<file path="config.mk">
export PLATFORM = sky130hd
export DESIGN_NAME = out_channel_reader_flat
export DESIGN_NICKNAME = d
export VERILOG_FILES = /design/src/rtl/out_channel_reader_pkg.sv /design/src/rtl/out_channel_reader_if.sv /design/src/rtl/out_channel_reader_ring.sv /design/src/rtl/out_channel_reader.sv /design/src/flat_wrapper.sv
export SDC_FILE = /design/constraint.sdc
export NUM_CORES = 1
export LEC_CHECK = 0
export CAP_MARGIN = 10
export CELL_PAD_IN_SITES_DETAIL_PLACEMENT = 1
export CELL_PAD_IN_SITES_GLOBAL_PLACEMENT = 1
export CORE_MARGIN = 4
export CORE_UTILIZATION = 53
export CTS_BUF_LIST = sky130_fd_sc_hd__clkbuf_2 sky130_fd_sc_hd__clkbuf_4 sky130_fd_sc_hd__clkbuf_8
export CTS_CLUSTER_SIZE = 24
export DETAILED_ROUTE_END_ITERATION = 10
export PLACE_DENSITY_LB_ADDON = 0.1
export REMOVE_ABC_BUFFERS = 1
export SLEW_MARGIN = 5
export SYNTH_ARGS = -nofsm -noshare
export SYNTH_HDL_FRONTEND = slang
export SYNTH_HIERARCHICAL = 1
export SYNTH_SLANG_ARGS = --single-unit
</file>
<file path="constraint.sdc">
create_clock -name clock -period 8.7 [get_ports clock]
set_input_delay 1.305 -clock clock [delete_from_list [all_inputs] [get_ports clock]]
set_output_delay 1.305 -clock clock [all_outputs]
set_load 0.03 [all_outputs]
</file>
<file path="src/rtl/out_channel_reader_pkg.sv">
// Shared types and helpers for the zero machine out channel reader.
package zero_channel_pkg;

  localparam int WordWidth = 12;

  typedef logic [WordWidth-1:0] word_t;

  typedef enum logic [1:0] {
    IDLE,
    STREAM,
    FLUSH,
    DONE
  } chan_state_t;

  function automatic int unsigned wrap_inc(
    input int unsigned ptr,
    input int unsigned depth
  );
    return (ptr >= depth - 1) ? 0 : ptr + 1;
  endfunction

endpackage

</file>
<file path="src/rtl/out_channel_reader_if.sv">
// Producer/consumer bundle of the out channel reader.
interface out_channel_reader_if #(
  parameter int MemoryElementWidth = 12,
  parameter int NOut = 8,
  parameter int CountWidth = 12
);

  logic                            out_we;
  logic [MemoryElementWidth-1:0]   out_data;
  logic                            out_stall;
  logic                            program_done;
  logic                            rd_valid;
  logic                            rd_ready;
  logic [MemoryElementWidth-1:0]   rd_data;
  logic [$clog2(NOut+1)-1:0]       count;
  logic [CountWidth-1:0]           overflow_count;
  logic                            late_write;
  logic                            drained;

  modport master (
    output out_we,
    output out_data,
    output program_done,
    output rd_ready,
    input  out_stall,
    input  rd_valid,
    input  rd_data,
    input  count,
    input  overflow_count,
    input  late_write,
    input  drained
  );

  modport slave (
    input  out_we,
    input  out_data,
    input  program_done,
    input  rd_ready,
    output out_stall,
    output rd_valid,
    output rd_data,
    output count,
    output overflow_count,
    output late_write,
    output drained
  );

endinterface

</file>
<file path="src/rtl/out_channel_reader_ring.sv">
// NOut-deep word ring with explicitly wrapping pointers.
module channel_ring
  import zero_channel_pkg::*;
#(
  parameter int MemoryElementWidth = 12,
  parameter int NOut = 8
) (
  input  logic                          clock,
  input  logic                          reset,
  input  logic                          push,
  input  logic                          pop,
  input  logic [MemoryElementWidth-1:0] wdata,
  output logic [$clog2(NOut+1)-1:0]     count,
  output logic [$clog2(NOut+1)-1:0]     count_d,
  output logic [MemoryElementWidth-1:0] head_d,
  output logic                          full,
  output logic                          empty
);

  localparam int PW = $clog2(NOut);
  localparam int CW = $clog2(NOut + 1);

  logic [MemoryElementWidth-1:0] mem [NOut];
  logic [PW-1:0] wr_ptr;
  logic [PW-1:0] rd_ptr;
  logic [PW-1:0] wr_ptr_d;
  logic [PW-1:0] rd_ptr_d;

  assign full  = (count == CW'(NOut));
  assign empty = (count == '0);

  always_comb begin
    wr_ptr_d = wr_ptr;
    rd_ptr_d = rd_ptr;
    count_d  = count;
    if (push) wr_ptr_d = PW'(wrap_inc(32'(wr_ptr), NOut));
    if (pop)  rd_ptr_d = PW'(wrap_inc(32'(rd_ptr), NOut));
    unique case (1'b1)
      push && !pop: count_d = count + 1'b1;
      pop && !push: count_d = count - 1'b1;
      default: ;
    endcase
    // the slot being written this cycle may already be the next head
    head_d = (push && wr_ptr == rd_ptr_d) ? wdata : mem[rd_ptr_d];
  end

  always_ff @(posedge clock) begin
    if (push) mem[wr_ptr] <= wdata;
  end

  always_ff @(posedge clock) begin
    if (reset) begin
      wr_ptr <= '0;
      rd_ptr <= '0;
      count  <= '0;
    end else begin
      wr_ptr <= wr_ptr_d;
      rd_ptr <= rd_ptr_d;
      count  <= count_d;
    end
  end

endmodule

</file>
<file path="src/rtl/out_channel_reader.sv">
// Out channel consumer: ring, delivery stream, completion FSM.
// OUT_CHANNEL_OVERWRITE_EN: a full ring overwrites its oldest word.
module out_channel_reader
  import zero_channel_pkg::*;
#(
  parameter int MemoryElementWidth = 12,
  parameter int NOut = 8,
  parameter int CountWidth = 12
) (
  input logic              clock,
  input logic              reset,
  out_channel_reader_if.slave bus
);

  localparam int CW = $clog2(NOut + 1);

  chan_state_t state;
  chan_state_t state_d;

  logic [CW-1:0]                 count;
  logic [CW-1:0]                 count_d;
  logic [MemoryElementWidth-1:0] head_d;
  logic [MemoryElementWidth-1:0] rd_data_q;
  logic [CountWidth-1:0]         ovf_q;
  logic full;
  logic empty;
  logic stall;
  logic push;
  logic pop;
  logic rd_fire;
  logic lose;
  logic drop;
  logic rd_valid_q;
  logic late_q;
  logic drained;

  assign rd_fire = rd_valid_q && bus.rd_ready;

`ifdef OUT_CHANNEL_OVERWRITE_EN
  assign stall = 1'b0;
  assign lose  = push && full && !rd_fire;
  assign drop  = 1'b0;
`else
  assign stall = full;
  assign lose  = 1'b0;
  assign drop  = bus.out_we && full && (state != DONE);
`endif

  assign push = bus.out_we && !stall && (state != DONE);
  // an overwrite retires the oldest word along with the push
  assign pop  = rd_fire || lose;

  channel_ring #(
    .MemoryElementWidth(MemoryElementWidth),
    .NOut(NOut)
  ) u_ring (
    .clock  (clock),
    .reset  (reset),
    .push   (push),
    .pop    (pop),
    .wdata  (bus.out_data),
    .count  (count),
    .count_d(count_d),
    .head_d (head_d),
    .full   (full),
    .empty  (empty)
  );

  always_ff @(posedge clock) begin
    if (reset) state <= IDLE;
    else       state <= state_d;
  end

  always_comb begin
    state_d = state;
    unique case (state)
      IDLE: begin
        if (bus.program_done) state_d = push ? FLUSH : DONE;
        else if (push)        state_d = STREAM;
      end
      STREAM: if (bus.program_done) state_d = FLUSH;
      FLUSH:  if (empty && !push)   state_d = DONE;
      DONE:   ;
      default: ;
    endcase
  end

  always_comb begin
    drained = (state == DONE);
  end

  always_ff @(posedge clock) begin
    if (reset) begin
      rd_valid_q <= 1'b0;
      rd_data_q  <= '0;
      ovf_q      <= '0;
      late_q     <= 1'b0;
    end else begin
      rd_valid_q <= (count_d != '0);
      if (count_d != '0) rd_data_q <= head_d;
      if ((drop || lose) && ovf_q != '1) ovf_q <= ovf_q + 1'b1;
      if (bus.out_we && state == DONE) late_q <= 1'b1;
    end
  end

  assign bus.out_stall      = stall;
  assign bus.rd_valid       = rd_valid_q;
  assign bus.rd_data        = rd_data_q;
  assign bus.count          = count;
  assign bus.overflow_count = ovf_q;
  assign bus.late_write     = late_q;
  assign bus.drained        = drained;

endmodule

</file>
<file path="src/flat_wrapper.sv">
// flat-port wrapper written by rule: the top's interface ports become plain ports
module out_channel_reader_flat import zero_channel_pkg::*;
#(
  parameter int MemoryElementWidth = 12,
  parameter int NOut = 8,
  parameter int CountWidth = 12
)
  (clock, reset, bus_out_we, bus_out_data, bus_program_done, bus_rd_ready, bus_out_stall, bus_rd_valid, bus_rd_data, bus_count, bus_overflow_count, bus_late_write, bus_drained);
  out_channel_reader_if #(.MemoryElementWidth(MemoryElementWidth), .NOut(NOut), .CountWidth(CountWidth)) bus_i ();
  input logic clock;
  input logic reset;
  input wire logic [$bits(bus_i.out_we)-1:0] bus_out_we;
  input wire logic [$bits(bus_i.out_data)-1:0] bus_out_data;
  input wire logic [$bits(bus_i.program_done)-1:0] bus_program_done;
  input wire logic [$bits(bus_i.rd_ready)-1:0] bus_rd_ready;
  output wire logic [$bits(bus_i.out_stall)-1:0] bus_out_stall;
  output wire logic [$bits(bus_i.rd_valid)-1:0] bus_rd_valid;
  output wire logic [$bits(bus_i.rd_data)-1:0] bus_rd_data;
  output wire logic [$bits(bus_i.count)-1:0] bus_count;
  output wire logic [$bits(bus_i.overflow_count)-1:0] bus_overflow_count;
  output wire logic [$bits(bus_i.late_write)-1:0] bus_late_write;
  output wire logic [$bits(bus_i.drained)-1:0] bus_drained;
  assign bus_i.out_we = bus_out_we;
  assign bus_i.out_data = bus_out_data;
  assign bus_i.program_done = bus_program_done;
  assign bus_i.rd_ready = bus_rd_ready;
  assign bus_out_stall = bus_i.out_stall;
  assign bus_rd_valid = bus_i.rd_valid;
  assign bus_rd_data = bus_i.rd_data;
  assign bus_count = bus_i.count;
  assign bus_overflow_count = bus_i.overflow_count;
  assign bus_late_write = bus_i.late_write;
  assign bus_drained = bus_i.drained;
  out_channel_reader #(.MemoryElementWidth(MemoryElementWidth), .NOut(NOut), .CountWidth(CountWidth)) u_core (.clock(clock), .reset(reset), .bus(bus_i));
endmodule
</file>
### Yosys cells after proc, flatten, opt, wreduce, memory -nomap -nowiden

Memories as Yosys holds them, arrays and structs flattened. A register that Yosys moved wholly into a read port is not among the register bits.
Index checks and enable logic that the tools add are counted.

| storage, ports and cells | value |
|---|---|
| bits in registers | 26 |
| memory bits (writable) | 96 |
| input port bits | 17 |
| logic and storage cells | 54 |
| memories | 1 |

Memories:

| name | depth | bits a word | rd ports | clocked after memory_dff | wr ports | RTL line | source |
|---|---|---|---|---|---|---|---|
| u_core.u_ring.mem | 8 | 12 | 1 | 1 | 1 | out_channel_reader_ring.sv:23 | `logic [MemoryElementWidth-1:0] mem [NOut];` |

| operators by class | value |
|---|---|
| $add $sub $neg | 5 |
| order comparisons | 2 |
| equality and inequality tests | 9 |
| muxes and demuxes | 12 |
| reduce and logical (&&, ||, !) cells | 18 |

Operator list:

| cell | count |
|---|---|
| $add 12x1->12 const B | 1 |
| $ne 12x12->1 const B | 1 |
| $logic_and 1x1->1 | 10 |
| $mux 3 | 3 |
| $mux 2 | 4 |
| $pmux 4 s2 | 1 |
| $add 3x1->3 const B | 2 |
| $ge 3x3->1 const B | 2 |
| $pmux 2 s3 | 1 |
| $add 4x1->4 const B | 1 |
| $eq 2x2->1 const B | 2 |
| $eq 4x4->1 const B | 1 |
| $logic_not 4->1 | 1 |
| $ne 2x2->1 const B | 2 |
| $reduce_and 4->1 | 1 |
| $reduce_bool 4->1 | 1 |
| $sub 4x1->4 const B | 1 |
| $logic_not 1->1 | 3 |
| $mux 1 | 3 |
| $ne 3x2->1 const B | 1 |
| $reduce_bool 3->1 | 1 |
| $eq 2x1->1 const B | 1 |
| $logic_not 2->1 | 1 |
| $ne 2x1->1 const B | 1 |

### Depth between registers and ports, before layout

Gate-level depths: netlist (run 1).

| depth | value |
|---|---|
| word-level depth | 8 |
| mapped depth | 14 |

### By module

The synthesis (run 1) kept the hierarchy.

By module, submodules not included:

| module | instances | cells an instance | area an instance (um2) | sequential area each (um2) |
|---|---|---|---|---|
| channel_ring | 1 | 459 | 5452.7 | 3083.0 |
| out_channel_reader | 1 | 160 | 1331.3 | 560.5 |

### Worst setup path before layout (run 1)

OpenSTA, ideal clock, no wires.

| path | value |
|---|---|
| path kind | register to register |
| start | register u_core.u_ring.count[3] |
| end | register u_core.rd_data_q[10] (netlist: u_core/bus.rd_data[10]), read port of u_core.u_ring.mem |
| setup time | 0.132 ns |
| arrival time | 4.306 ns |
| slack | 4.262 ns |
| stages on the path, launching flop included | 15 |
| buffers on the path | 1 |
| period minus slack after synthesis | 4.438 ns |
| path through | dfxtp_1 -> nor4b_1 -> nor3b_2 -> inv_1 -> ha_1 -> ha_1 -> a21o_1 -> a21oi_1 -> xnor2_1 -> o21ai_0 -> nand2_1 -> or4_1 -> clkbuf_1 -> nand2_1 -> a21oi_1 |

| on the way | value |
|---|---|
| word-level cells in the longest chain between the ends | 8 |

RTL lines:

| item | RTL line | source |
|---|---|---|
| start: declaration | out_channel_reader_ring.sv:13 | `output logic [$clog2(NOut+1)-1:0] count,` |
| start signal: assignment | out_channel_reader_ring.sv:59 | `count <= count_d;` |
| $eq 4x4->1 (*) | out_channel_reader_ring.sv:29 | `assign full = (count == CW'(NOut));` |
| named net bus_out_stall | flat_wrapper.sv:16 | `output wire logic [$bits(bus_i.out_stall)-1:0] bus_out_stall;` |
| $logic_not 1->1 (*) | out_channel_reader.sv:49 | `assign push = bus.out_we && !stall && (state != DONE);` |
| $logic_and 1x1->1 (*) (2 in series) | out_channel_reader.sv:49 |  |
| named net u_core.push | out_channel_reader.sv:28 | `logic push;` |
| $logic_not 1->1 | out_channel_reader_ring.sv:40 | `pop && !push: count_d = count - 1'b1;` |
| $logic_and 1x1->1 | out_channel_reader_ring.sv:40 |  |
| $pmux 4 s2 (*) | out_channel_reader_ring.sv:38 | `unique case (1'b1)` |
| named net u_core.count_d[3] | out_channel_reader.sv:21 | `logic [CW-1:0] count_d;` |
| $reduce_bool 4->1 (*) | out_channel_reader.sv:100 | `if (count_d != '0) rd_data_q <= head_d;` |
| end: declaration | out_channel_reader.sv:23 | `logic [MemoryElementWidth-1:0] rd_data_q;` |

The timed path passes the listed nets; every way through them passes the cells marked *.
A chain may end at the register's enable or synchronous reset.

### Final worst setup path (run 1)

| path | value |
|---|---|
| start | input bus_rd_ready |
| end | register u_core.rd_data_q[1] (netlist: u_core/bus.rd_data[1]), read port of u_core.u_ring.mem |

| on the way | value |
|---|---|
| word-level cells in the longest chain between the ends | 5 |

RTL lines:

| item | RTL line | source |
|---|---|---|
| start: declaration | flat_wrapper.sv:15 | `input wire logic [$bits(bus_i.rd_ready)-1:0] bus_rd_ready;` |
| $logic_and 1x1->1 (*) | out_channel_reader.sv:37 | `assign rd_fire = rd_valid_q && bus.rd_ready;` |
| named net u_core.pop | out_channel_reader.sv:29 | `logic pop;` |
| $logic_not 1->1 | out_channel_reader_ring.sv:39 | `push && !pop: count_d = count + 1'b1;` |
| $logic_and 1x1->1 | out_channel_reader_ring.sv:39 |  |
| $pmux 4 s2 | out_channel_reader_ring.sv:38 |  |
| $reduce_bool 4->1 | out_channel_reader.sv:100 |  |

Marked as above.

==> run_results.csv, run 1 <==
group,metric,value,unit
logic_synthesis,syn_avg_cell_area,10.96,um2
floorplan,io-pin-count,49,
worst_setup_path,r2r_slack,4.25,ns
logic_synthesis,ys_seq_area_share,53.71,%
logic_synthesis,synthesis.area,0.006784,mm2
logic_synthesis,synth_cells,619,
route,drc_errors,0,
timing,max_freq,0.2029,GHz
worst_setup_path,cp.arrival,5.23,ns
clock_tree,insertion_delay,0.47,ns
finish,utilization,62.08,%
global_routing,grt_first_pass_wirelength,29.97,mm
floorplan,rows,41,
floorplan,dieWidth,121.1,um
logic_synthesis,synth_compound_area_share,16.17,%
worst_hold_path,hp-class,"reg2reg",
clock_tree,clock-sinks,134,
logic_synthesis,yosysTopAreaCell,"edfxtp_1",
timing,min_period,4.928,ns
run_status,status,"complete, no violations",
worst_setup_path,r2r-end,"u_core/bus.rd_data[1]$_SDFFE_PP0P_",
power_and_ir_drop,power,0.002158,W
finish,area_growth_syn_to_layout,15.01,%
worst_setup_path,r2r_start,"u_core/u_ring/rd_ptr[1]$_SDFF_PP0_",
place,dp_hpwl,11.75,mm
global_routing,grt_pass1_vias,5630,
finish,diodes,0,
logic_synthesis,yosysMostFrequentCell,"edfxtp_1",
route,first_pass_iters,6,
timing,post-route-period-util,56.64,%
power_and_ir_drop,p_per_area,276.6,mW/mm2
logic_synthesis,ys_ff_latch,134,
worst_hold_path,hold_start,"u_core/bus.rd_data[1]$_SDFFE_PP0P_",
route,drt_wl_total,18.75,mm
worst_setup_path,critPathKind,"in2reg",
route,wire_per_inst,22.35,um
place,place_congestion,0.8244,
logic_synthesis,async_reset_ff_share,0,%
timing,worstMarginPinSlew,1.075,ns
worst_hold_path,hold_end,"u_core/bus.rd_data[1]$_SDFFE_PP0P_",
global_routing,grt_max_degree,78,
worst_setup_path,worst_setup_path_end_kind,"flip-flop",
flow_run,max_cap_violations,0,
timing,rsz0062_at_grt,"false",
timing,hold_ws,0.4735,ns
logic_synthesis,synth_adder_area_share,2.508,%
timing,skew,0.01157,ns
floorplan,coreArea,0.01257,mm2
clock_tree,holdBufCountCts,0,
finish,fill_cells,1330,
floorplan,dieArea,0.01467,mm2
worst_setup_path,rr_worst_depth,12,
floorplan,die_h,121.1,um
logic_synthesis,synth_top_family_by_area,"simple AND/OR/NAND/NOR gates",
finish,layout.cells.non_filler,839,
clock_tree,clock-root-buffer,"clkbuf_8",
power_and_ir_drop,peakVddDrop,182.0,uV
timing,finalSetupViolCount,0,
logic_synthesis,synth_edf_count,96,
logic_synthesis,synth-simple-area-share,18.70,%
place,place_inst,806,
clock_tree,cts.repair.resized,0,
route,vias,5204,
timing,final-max-slew-violation-count,0,
clock_tree,cts.clk_slew.worst_paths,0.07,ns
worst_setup_path,worstPathRequired,9.00,ns
logic_synthesis,synth.area.top_cells,"edfxtp_1 (42%), dfxtp_1 (11%), nor3_1 (4.5%), nor2b_1 (3.0%), a211oi_1 (2.8%)",
timing,fin_setup_tns,0,ns
clock_tree,cts_tree,"yes",
global_routing,overflow,0,
global_routing,antenna_found_initial,0,
timing,slew_headroom,28.18,%
route,dr.first_iter.drc_count,282,
place,portBuffers,48,
timing,final_hold_viol_count,0,
clock_tree,clock_path_buffers,2,
worst_setup_path,start_kind,"input pin",
clock_tree,numCtsBuffers,17,
worst_setup_path,cp_max_fo,33,
logic_synthesis,synthTopCellsByCount,"edfxtp_1 (96), nor3_1 (61), nor2_1 (44)",
logic_synthesis,yosysTopAreaCellShare,42.49,%
route,ant_nets,0,
logic_synthesis,yosysWarnings,6,
power_and_ir_drop,power.static_leakage,2.732,nW
clock_tree,postCtsSetupRepairBufs,0,
logic_synthesis,synthXorXnorAreaFrac,1.014,%
worst_hold_path,hold_depth,2,
global_routing,track_usage,26.64,%
logic_synthesis,synthDistinctLibCells,61,
floorplan,start_util,53.98,%
finish,drive_above_1_share,13.94,%
logic_synthesis,ys.flop_type,"edfxtp_1",
logic_synthesis,synth.mux.area_fraction,3.652,%
finish,finalNetCount,684,
route,vias_per_cell,6.203,
clock_tree,htree_num_levels,4,
==> cells by family (layout without fill, tap and decap cells) <==
logic type / count (synthesis) / in the layout
mux: 19 / 19
xor+xnor: 7 / 7
flops: 134 / 134
fa+ha+maj: 13 / 13
compound gates: 148 / 148
buf+inv: 61 / 109
simple gates: 237 / 237
==> critical path, stage by stage <==
cell and delay (ns):
clkdlybuf4s50_1 0.44, and2_1 0.11, buf_4 0.36, nand2b_1 0.85
and2_4 0.57, xnor2_2 0.14, nor4_4 0.59, buf_4 0.32
mux2_2 0.36, nand2_1 0.06, a21oi_1 0.08
==> cells in the final DEF, fill, tap and decap left out, drive strengths merged, types with 2 or more instances in the layout <==
| cell | netlist | routed |
|---|---|---|
| or4 | 4 | 4 |
| bufinv | 0 | 3 |
| nor3 | 61 | 61 |
| buf | 18 | 18 |
| nand3 | 7 | 7 |
| inv | 12 | 13 |
| o31ai | 13 | 13 |
| clkbuf | 31 | 22 |
| nand2 | 38 | 38 |
| and2 | 4 | 4 |
| mux2 | 16 | 16 |
| o32ai | 12 | 12 |
| xnor2 | 5 | 5 |
| o21a | 25 | 25 |
| o21ai | 5 | 5 |
| a41oi | 2 | 2 |
| xor2 | 2 | 2 |
| and4 | 2 | 2 |
| nor2 | 44 | 44 |
| o22ai | 23 | 23 |
| clkinv | 0 | 6 |
| nand3b | 23 | 23 |
| edfxtp | 96 | 96 |
| or3b | 2 | 2 |
| mux2i | 3 | 3 |
| clkdlybuf4s50 | 0 | 47 |
| a21o | 3 | 3 |
| or3 | 2 | 2 |
| nor4 | 3 | 3 |
| a211oi | 25 | 25 |
| dfxtp | 38 | 38 |
| nand4 | 4 | 4 |
| ha | 12 | 12 |
| nor3b | 2 | 2 |
| nor2b | 32 | 32 |
| nand2b | 5 | 5 |
| a311oi | 2 | 2 |
| a21oi | 29 | 29 |
==> metrics by stage <==
| step | worst slack [ns] | cell area, um2 |
|---|---|---|
| floorplan | 3.898 | 6541 |
| global placement | 3.599 | 7375 |
| detailed placement | 3.387 | 7375 |
| CTS | 3.868 | 7791 |
| global route | 3.637 | 7802 |
| finish | 3.772 | 7802 |
==> flip-flops by register name, indices dropped and copies added, names as in the netlist <==
| register | flops |
|---|---|
| u_core/u_ring/count | 4 |
| u_core/u_ring/mem | 96 |
| u_core/u_ring/wr_ptr | 3 |
| u_core/state | 2 |
| u_core/bus.rd_valid | 1 |
| u_core/bus.overflow_count | 12 |
| u_core/bus.rd_data | 12 |
| u_core/u_ring/rd_ptr | 3 |
| u_core/bus.late_write | 1 |
==> cell type report <==
| type | instances | area, um2 | area share [%] |
|---|---|---|---|
| Clock buffer | 22 | 290.3 | 3.720 |
| Clock inverter | 10 | 126.4 | 1.620 |
| Inverter | 12 | 45.04 | 0.5773 |
| Multi-Input combinational cell | 424 | 2874 | 36.83 |
| Sequential cell | 134 | 3645 | 46.71 |
| Tap cell | 172 | 215.2 | 2.758 |
| Timing Repair Buffer | 65 | 606.8 | 7.777 |
==> metal layers <==
layer	wire (um)	up-vias	global-route usage [%]
met2	9774	152	45.64
li1	-	2403	-
met4	491	0	11.13
met3	1147	41	6.620
met5	0	-	0
met1	7341	2608	32.06
==> power breakdown <==
group          switching, W  internal [W]
sequential        0.0000439      0.000744
clock              0.000235      0.000309
combinational      0.000493      0.000332
total              0.000772       0.00139
==> worst max path at each step <==
| stage | startpoint | to | slack (ns) |
|---|---|---|---|
| after CTS | bus_rd_ready | u_core/bus.rd_data[1]$_SDFFE_PP0P_ | 3.87 |
| after detailed placement | bus_rd_ready | u_core/bus.rd_data[1]$_SDFFE_PP0P_ | 3.39 |
| final | bus_rd_ready | u_core/bus.rd_data[1]$_SDFFE_PP0P_ | 3.77 |
| after global placement | bus_rd_ready | u_core/bus.rd_data[11]$_SDFFE_PP0P_ | 3.60 |
| after floorplan | u_core/u_ring/rd_ptr[0]$_SDFF_PP0_ | u_core/bus.rd_data[11]$_SDFFE_PP0P_ | 3.90 |
| after global routing | bus_rd_ready | u_core/bus.rd_data[1]$_SDFFE_PP0P_ | 3.64 |
No activity file was read; power rests on OpenSTA's default activity.
==> run 2, diff against run 1 <==
- CORE_UTILIZATION: 53 -> 49
- clock period: 8.7 -> 4.61 ns (I/O delays scaled with it)
==> run_results.csv, run 2 (synthesized netlist as in run 1, its figures left out) <==
group,metric,value,unit
run_status,status,"complete, no violations",
route,ant_nets,0,
worst_setup_path,cp.arrival,4.20,ns
floorplan,die_h,125.7,um
worst_hold_path,hp-class,"reg2reg",
global_routing,antenna_found_initial,0,
finish,final_cell_mix,"edfxtp_1 (96), nor3_1 (59), clkdlybuf4s50_1 (47), nor2_1 (42)",
worst_hold_path,hold_end,"u_core/bus.rd_data[9]$_SDFFE_PP0P_",
finish,area_growth_syn_to_layout,15.07,%
route,wire_per_inst,23.13,um
global_routing,track_usage,25.16,%
worst_setup_path,worstPathRequired,4.90,ns
floorplan,start_util,50.63,%
place,place_inst,817,
worst_hold_path,hold_start,"u_core/bus.rd_data[9]$_SDFFE_PP0P_",
timing,finalSetupViolCount,0,
worst_setup_path,critPathKind,"reg2reg",
clock_tree,numCtsBuffers,17,
worst_setup_path,crit_chain,"nor4b_1 -> nor3b_2 -> inv_1 -> ha_1 -> ha_1 -> a21o_1 -> a21oi_1 -> xnor2_1 -> o21ai_0 -> nand2_1 -> or4_1 -> nand2_1 -> a21oi_1",
route,drt_wl_total,19.64,mm
route,vias,5377,
clock_tree,clock-root-buffer,"clkbuf_8",
finish,fill_cells,1455,
place,place_congestion,0.8039,
worst_setup_path,cp_max_fo,12,
power_and_ir_drop,power,0.004009,W
power_and_ir_drop,peakVddDrop,317.6,uV
worst_setup_path,r2r-end,"u_core/bus.rd_data[8]$_SDFFE_PP0P_",
timing,slew_headroom,30.65,%
floorplan,io-pin-count,49,
finish,layout.cells.non_filler,849,
place,dp_hpwl,12.29,mm
worst_setup_path,cp_slowest_cell,"or4_1",
global_routing,use_met1,30.43,%
global_routing,grt_pass1_vias,5780,
timing,max_freq,0.2557,GHz
global_routing,met2_usage,43.58,%
worst_setup_path,critPathBufInv,1,
timing,worstMarginPinSlew,1.039,ns
route,drc_errors,0,
place,dp_worst_setup_slack,0.4397,ns
finish,diodes,0,
floorplan,dieWidth,125.7,um
global_routing,grt_max_degree,78,
timing,rsz0062_at_grt,"false",
worst_hold_path,hold_depth,2,
worst_setup_path,cp_slowest_stage_delay,0.78,ns
clock_tree,insertion_delay,0.45,ns
route,vias_per_cell,6.333,
worst_setup_path,r2r_start,"u_core/u_ring/count[0]$_SDFF_PP0_",
global_routing,overflow,0,
worst_setup_path,worst_setup_path_end_kind,"flip-flop",
clock_tree,cts_tree,"yes",
route,first_pass_iters,5,
timing,min_period,3.911,ns
finish,layout_commonest_cell,"edfxtp_1",
power_and_ir_drop,p_per_area,513.6,mW/mm2
place,portBuffers,48,
timing,final_hold_viol_count,0,
worst_setup_path,path_delay_family,"simple AND/OR/NAND/NOR gates",
finish,drive_above_1_share,14.71,%
clock_tree,htree_num_levels,4,
clock_tree,cts.clk_slew.worst_paths,0.07,ns
worst_setup_path,start_kind,"flip-flop",
route,dr.first_iter.drc_count,508,
global_routing,grt_first_pass_wirelength,30.85,mm
finish,regMostFlops,"u_core/u_ring/mem",
clock_tree,clock-sinks,134,
timing,post-route-period-util,84.84,%
global_routing,grt_util_met3,5.546,%
clock_tree,postCtsSetupRepairBufs,0,
power_and_ir_drop,power.static_leakage,2.732,nW
finish,largest_register_ffs,96,
floorplan,coreArea,0.01340,mm2
finish,finalNetCount,690,
floorplan,rows,42,
timing,setup_ws,0.6991,ns
clock_tree,clock_path_buffers,2,
global_routing,busiest_layer,"met2",
timing,skew,0.008808,ns
floorplan,dieArea,0.01579,mm2
worst_setup_path,rr_worst_depth,13,
clock_tree,holdBufCountCts,0,
timing,fin_setup_tns,0,ns
flow_run,max_cap_violations,0,
worst_setup_path,r2r_slack,0.70,ns
timing,final-max-slew-violation-count,0,
clock_tree,cts.repair.resized,0,
[run 2: changes by cell type in the layout (fill, tap and decap cells not counted), sizes merged]
cell      change
buf           +6
bufinv        -2
clkinvlp      +2
clkbuf        +1
clkinv        -1
[run 2: power breakdown]
group | internal (W) | switching [W] | leakage [nW]
clock | 0.000482 | 0.000445 | 0.196
sequential | 0.00140 | 0.0000848 | 1.18
combinational | 0.000641 | 0.000953 | 1.35
total | 0.00253 | 0.00148 | 2.73
[run 2: worst max-delay path by stage]
stage | startpoint | to | slack [ns] | depth (start not counted)
6_report | u_core/u_ring/count[0]$_SDFF_PP0_ | u_core/bus.rd_data[8]$_SDFFE_PP0P_ | 0.70 | 13
5_1_grt | u_core/u_ring/count[0]$_SDFF_PP0_ | u_core/bus.rd_data[7]$_SDFFE_PP0P_ | 0.50 | 13
4_1_cts | u_core/u_ring/count[0]$_SDFF_PP0_ | u_core/bus.rd_data[8]$_SDFFE_PP0P_ | 0.71 | 13
3_5_place_dp | bus_out_we | u_core/bus.rd_data[8]$_SDFFE_PP0P_ | 0.44 | 13
3_3_place_gp | bus_out_we | u_core/bus.rd_data[10]$_SDFFE_PP0P_ | 0.63 | 13
2_1_floorplan | u_core/u_ring/rd_ptr[0]$_SDFF_PP0_ | u_core/bus.rd_data[11]$_SDFFE_PP0P_ | -0.19 | 9
[run 2: cell type report]
cell class / count / area, um2 / area share, %
sequential: 134 / 3645 / 46.69
clock buffer: 23 / 297.8 / 3.815
tap: 176 / 220.2 / 2.821
inverter: 12 / 45.04 / 0.5770
timing repair buffer: 71 / 648.1 / 8.303
multi-input combinational: 424 / 2874 / 36.82
clock inverter: 9 / 76.32 / 0.9777
[run 2: routing by layer]
layer | vias to the layer above | share of wire (%)
li1 | 2422 | -
met1 | 2716 | 41
met2 | 200 | 51
met3 | 39 | 5.7
met4 | 0 | 2.5
met5 | - | 0
[run 2: per-stage QoR]
step | hold slack [ns] | cell area [um2] | utilization (%)
2_1_floorplan | 0.5217 | 6541 | -
3_3_place_gp | 0.4439 | 7432 | 55.46
3_5_place_dp | 0.4481 | 7432 | 55.46
4_1_cts | 0.4645 | 7806 | 58.25
5_1_grt | 0.4856 | 7806 | 58.25
6_report | 0.4615 | 7806 | 58.25
[run 2: worst register-to-register path, cell delays in order, from the launching register on]
cell	delay (ns)
dfxtp_1	0.37
nor4b_1	0.68
nor3b_2	0.12
inv_1	0.21
ha_1	0.24
ha_1	0.24
a21o_1	0.18
a21oi_1	0.17
xnor2_1	0.11
o21ai_0	0.25
nand2_1	0.12
or4_1	0.78
nand2_1	0.20
a21oi_1	0.09
